[config.mk]
export PLATFORM = sky130hd
export DESIGN_NAME = conv_encoder
export DESIGN_NICKNAME = d
export VERILOG_FILES = /design/src/rtl/conv_encoder_pkg.sv /design/src/rtl/conv_encoder_core.sv /design/src/rtl/conv_encoder.sv
export SDC_FILE = /design/constraint.sdc
export NUM_CORES = 1
export LEC_CHECK = 0
export BUFFER_PORTS_ARGS = -buffer_cell sky130_fd_sc_hd__buf_4
export CORE_ASPECT_RATIO = 1.2
export CORE_MARGIN = 2
export CORE_UTILIZATION = 58
export DETAILED_ROUTE_END_ITERATION = 16
export PLACE_DENSITY = 0.88
export SLEW_MARGIN = 20
export SYNTH_ARGS = -nofsm -noshare
export SYNTH_HDL_FRONTEND = slang
export SYNTH_SLANG_ARGS = --single-unit
[constraint.sdc]
create_clock -name clk -period 3.4 [get_ports clk]
set_clock_uncertainty 0.2 [all_clocks]
set_input_delay 0.34 -clock clk [delete_from_list [all_inputs] [get_ports clk]]
set_output_delay 0.34 -clock clk [all_outputs]
set_load 0.02 [all_outputs]
[src/rtl/conv_encoder_pkg.sv]
// Shared code definition for the (7,5) K=3 convolutional encoder/decoder pair.
// Tail flushing is enabled by defining CONV_ENC_TAIL_FLUSH_EN.
package conv_pkg;
  localparam int R_DEF = 2;
  localparam int K_DEF = 3;
  localparam logic [2:0] POLY0_DEF = 3'b111;
  localparam logic [2:0] POLY1_DEF = 3'b101;

`ifdef CONV_ENC_TAIL_FLUSH_EN
  localparam bit TAIL_FLUSH = 1'b1;
`else
  localparam bit TAIL_FLUSH = 1'b0;
`endif

  typedef enum logic [1:0] {IDLE = 2'd0, ENC = 2'd1, DONE = 2'd2} state_e;

  // With a tail, K-1 zero bits follow the message to return the encoder to state 0.
  function automatic int n_sym_f(input int len_msg, input int k, input bit tail);
    return tail ? len_msg + k - 1 : len_msg;
  endfunction

  function automatic int code_w_f(input int r, input int len_msg, input int k, input bit tail);
    return r * n_sym_f(len_msg, k, tail);
  endfunction
endpackage

[src/rtl/conv_encoder_core.sv]
// Convolutional shift register and parity taps; advances one input bit per enabled cycle.
module conv_enc_core
  import conv_pkg::*;
#(
  parameter int         K     = K_DEF,
  parameter logic [K-1:0] POLY0 = POLY0_DEF,
  parameter logic [K-1:0] POLY1 = POLY1_DEF
) (
  input  logic       clk,
  input  logic       rst,
  input  logic       clr_i,
  input  logic       adv_i,
  input  logic       bit_i,
  output logic [1:0] sym_o
);

  logic [K-2:0] sr_q, sr_d;
  logic [K-1:0] win;

  // Newest bit enters at the MSB; sr_q[0] is the oldest.
  assign sr_d = {bit_i, sr_q[K-2:1]};
  assign win  = {bit_i, sr_q};

  always_ff @(posedge clk or negedge rst) begin
    if (!rst)       sr_q <= '0;
    else if (clr_i) sr_q <= '0;
    else if (adv_i) sr_q <= sr_d;
  end

  assign sym_o = {^(win & POLY0), ^(win & POLY1)};

endmodule

[src/rtl/conv_encoder.sv]
// Rate-1/2 K=3 convolutional encoder: streams symbols over a valid/ready handshake
// and assembles the packed codeword (symbol 0 in the MSBs). Optional CONV_ENC_TAIL_FLUSH_EN.
module conv_encoder
  import conv_pkg::*;
#(
  parameter int           R       = R_DEF,
  parameter int           K       = K_DEF,
  parameter int           LEN_MSG = 5,
  parameter logic [K-1:0] POLY0   = POLY0_DEF,
  parameter logic [K-1:0] POLY1   = POLY1_DEF,
  localparam int          N_SYM   = n_sym_f(LEN_MSG, K, TAIL_FLUSH),
  localparam int          CODE_W  = code_w_f(R, LEN_MSG, K, TAIL_FLUSH)
) (
  input  logic                clk,
  input  logic                rst,
  input  logic                start,
  input  logic [LEN_MSG-1:0]  msg,
  output logic                busy,
  output logic                code_valid,
  output logic [R-1:0]        code_sym,
  input  logic                sym_ready,
  output logic [CODE_W-1:0]   codeword,
  output logic                done
);

  localparam int CNT_W = $clog2(N_SYM + 1);

  state_e               state_q, state_d;
  logic [LEN_MSG-1:0]   msg_q, msg_d;
  logic [CNT_W-1:0]     cnt_q, cnt_d;
  logic [CODE_W-1:0]    acc_q, acc_d;
  logic [CODE_W-1:0]    cw_q, cw_d;
  logic                 clr, adv, bit_in, last;
  logic [R-1:0]         sym;

  // Past the message the window is fed zeros (tail bits).
  assign bit_in = (cnt_q < CNT_W'(LEN_MSG)) ? msg_q[cnt_q] : 1'b0;
  assign last   = (cnt_q == CNT_W'(N_SYM - 1));
  assign adv    = (state_q == ENC) && sym_ready;

  conv_enc_core #(
    .K     (K),
    .POLY0 (POLY0),
    .POLY1 (POLY1)
  ) u_core (
    .clk   (clk),
    .rst   (rst),
    .clr_i (clr),
    .adv_i (adv),
    .bit_i (bit_in),
    .sym_o (sym)
  );

  always_comb begin
    state_d = state_q;
    msg_d   = msg_q;
    cnt_d   = cnt_q;
    acc_d   = acc_q;
    cw_d    = cw_q;
    clr     = 1'b0;
    case (state_q)
      IDLE: begin
        if (start) begin
          msg_d   = msg;
          cnt_d   = '0;
          acc_d   = '0;
          clr     = 1'b1;
          state_d = ENC;
        end
      end
      ENC: begin
        if (sym_ready) begin
          acc_d = {acc_q[CODE_W-R-1:0], sym};
          cnt_d = cnt_q + CNT_W'(1);
          // Load the whole frame at once so it is visible during the DONE cycle.
          if (last) begin
            cw_d    = {acc_q[CODE_W-R-1:0], sym};
            state_d = DONE;
          end
        end
      end
      DONE:    state_d = IDLE;
      default: state_d = IDLE;
    endcase
  end

  always_ff @(posedge clk or negedge rst) begin
    if (!rst) begin
      state_q <= IDLE;
      msg_q   <= '0;
      cnt_q   <= '0;
      acc_q   <= '0;
      cw_q    <= '0;
    end else begin
      state_q <= state_d;
      msg_q   <= msg_d;
      cnt_q   <= cnt_d;
      acc_q   <= acc_d;
      cw_q    <= cw_d;
    end
  end

  assign busy       = (state_q == ENC);
  assign code_valid = (state_q == ENC);
  assign code_sym   = code_valid ? sym : '0;
  assign done       = (state_q == DONE);
  assign codeword   = cw_q;

endmodule

==> results.md <==
* Yosys reg bits at 30
* Dpl hpwl at 1.87 mm
* Fin cells at 166
* Initial antenna violation count at 0
* Number of warnings issued by yosys at 0
* CP max-delay cell: or4_4
* Slew @ Worst Pin at 769 ps
* Critical Path End Type: output pin
* Iter 0 DRT Violations at 26
* Clock Pin Slew Worst Setup and Hold Paths at 80 ps
* I/O Buffers at 23
* Final period utilization at 81.1%
* Pre-antenna DRT Iters at 4
* First-pass GRT wire length at 4.46 mm
* CP Cell Sequence: mux2_4 > a32o_2 > or4_4 > a21oi_1 > buf_4
* Total track usage at 21.4%
* Clock Path Buffers at 2
* Tmin final at 2760 ps
* Final hold vios at 0
* H-tree depth at 2
* Total grt overflow at 0
* Achievable Freq at 363 MHz
* Slew headroom at 48.6%
* Post-Syn Nets at 123
* Mapped Avg Cell Area at 12.6 sq um
* Critical path launch point type: flip-flop
* Setup violators final at 0
* Seq/Total Area, Yosys at 53.1%
* Aggregate routed wire length at 2.55 mm
* HP Class: in -> reg
* P_leak at 0.798 nW
* WP data required at 2860 ps
* CP startpoint: cnt_q[1]
* Synth-to-Final Area Change at 16.7%
* Post-DRT Antenna Nets at 0
* Clock sink total at 30
* Arr. time, crit path at about 2200 ps
* Die W at 49.1 um
* Dpl cells at ~160
* Setup repair after global routing missed its margin: false
* Mapped Cells at about 110
* GP Congestion at 0.773
* Reg2Reg Capture Point: codeword[1]
* Cell Rows at 19
* Root buffer cell: clkbuf_4
* Crit-path max FO at 6
* Share of synthesized flip-flops with an asynchronous set or reset at 100%
* Status: finished, final reports clean
* End of the critical path: code_sym[1]
* Top_reg_cell synth: dfrtp_1
* Sum Neg Setup Slack at 0 ps
* Max-cap viol count at 0
* R2R depth at 4
* Syn Std Cell Area at 1410 sq um
* Sequential cell area at 751 sq um
* Vias in the first global route at 1000
* RR Startpoint: cnt_q[1]
* Final slew viol count at 0
* Post-synth EDFFs at 0
* Die Span Y at just under 60 um
* Stages on worst setup path at 5
* Final nets at 146
* Vias per inst at 5.64
* Via count at ~940
* CP max stage delay at 520 ps
* Share of cells above drive strength 1 at between 30% and 40%
* Residual DRC at 0
* Core Area at 2310 sq um
* Peak supply drop at 0.654 mV
* CTS tree: built
* Power per standard cell area at 1040 nW/um^2
* Synth cell types at 42
* Num CTS Buffers at 5
* ANT cells at 0
* I/O Pins at 24
* Area of the multi-input gates at 584 sq um
* Worst reg2reg setup slack at around 1400 ps
* Fillers at between 150 and 200
* Delay-heaviest family, CP: simple AND/OR/NAND/NOR gates
* Largest net degree at the start of global routing at 31
* WS Path Type: reg -> out
* Die area at 2850 sq um
* Initial Utilization at 61.3%
* Post-CTS setup buffer count at 0
* Routed len/inst at 15.3 um
* Clock Latency Late Sink at 330 ps
* WP buf/inv at 1
[stage by stage]
| step | setup WS (ps) | instance area, sq um | util, % | hold WS (ps) | total power, mW |
|---|---|---|---|---|---|
| after floorplan | 1090 | 1410 | - | -156 | 1.25 |
| after global placement | 1050 | 1560 | 67.6 | 79.9 | 1.39 |
| after detailed placement | 998 | 1560 | 67.6 | 83.3 | 1.44 |
| after CTS | 626 | 1650 | 71.5 | 28.3 | 1.73 |
| after global routing | 557 | 1650 | 71.5 | 18.5 | 1.83 |
| final | 642 | 1650 | 71.5 | 44.5 | 1.71 |
[kinds of logic (layout without fill, tap and decap cells)]
kind of cell | after synthesis | in the layout | synth area share (%)
flops | 30 | 30 | 53.1
simple gates | 30 | 30 | 13.5
compound gates | 21 | 21 | 11.8
mux | 17 | 17 | 13.7
buf+inv | 11 | 34 | 5.49
fa+ha+maj | 2 | 2 | 1.77
xor+xnor | 1 | 1 | 0.620
[layout by cell type (no fill, tap or decap), types with 2 or more instances in the layout]
master,netlist,layout
a21oi_1,2,2
mux2_2,12,12
nand2b_1,2,2
buf_4,3,23
a22o_1,7,7
or3_1,2,2
or2b_2,2,2
inv_1,3,3
mux2_1,3,3
nand2_1,7,7
clkbuf_4,0,5
dfrtp_1,30,30
nor2_1,5,5
o21ai_0,2,2
ha_1,2,2
[how the worst min path moves through the flow]
stage / startpoint / slack [ps] / end / cells after the start
6_report: msg[1] / 40 / msg_q[1] / 2
3_5_place_dp: rst / 80 / msg_q[3] / 1
4_1_cts: msg[2] / 30 / msg_q[2] / 2
3_3_place_gp: rst / 80 / msg_q[2] / 1
5_1_grt: msg[2] / 20 / msg_q[2] / 2
2_1_floorplan: rst / -160 / acc_q[0] / 0
[flip-flops by register name, summed over array words and instances, names as in the netlist]
register / flops
acc_q: 8
msg_q: 5
codeword: 10
state_q: 2
u_core.sr_q: 2
cnt_q: 3
[cell usage after synthesis (all sizes together) (2+ instances only)]
| library cell | instances | area [sq um] |
|---|---|---|
| or2b | 2 | 17.5 |
| nor2 | 6 | 30.0 |
| and2b | 2 | 17.5 |
| nand2 | 7 | 26.3 |
| mux2 | 16 | 184 |
| nand2b | 2 | 12.5 |
| ha | 2 | 25.0 |
| and3b | 2 | 18.8 |
| nor3b | 2 | 20.0 |
| dfrtp | 30 | 751 |
| a21oi | 2 | 10.0 |
| or3 | 2 | 12.5 |
| a22o | 8 | 71.3 |
| o21ai | 2 | 10.0 |
| buf | 5 | 45.0 |
| inv | 3 | 11.3 |
| clkbuf | 3 | 21.3 |
[per-layer routing]
layer	track usage, %	vias to the layer above	share of wire, %
met2	38.6	23	53
met5	0	-	0
met4	6.94	0	1.3
li1	-	447	-
met1	24.1	463	42
met3	6.96	4	3.7
[where the power goes]
part | switching, mW | internal, mW
Clock | 0.117 | 0.171
Sequential | 0.134 | 0.510
Combinational | 0.391 | 0.388
[layout make-up]
class                      count  share of cell area [%]
clock buffer                   6                    3.11
clock inverter                 1                    1.82
inverter                       3                   0.683
multi-input combinational     71                    35.4
sequential                    30                    45.5
tap                           31                    2.35
timing repair buffer          24                    11.1
[repair_timing]
action	CTS	global route
endpoints found under the setup margin	0	0
hold buffers	1	0
resized for setup	0	0
hold endpoints to repair	30	0
(Power assumes the default switching activity.)
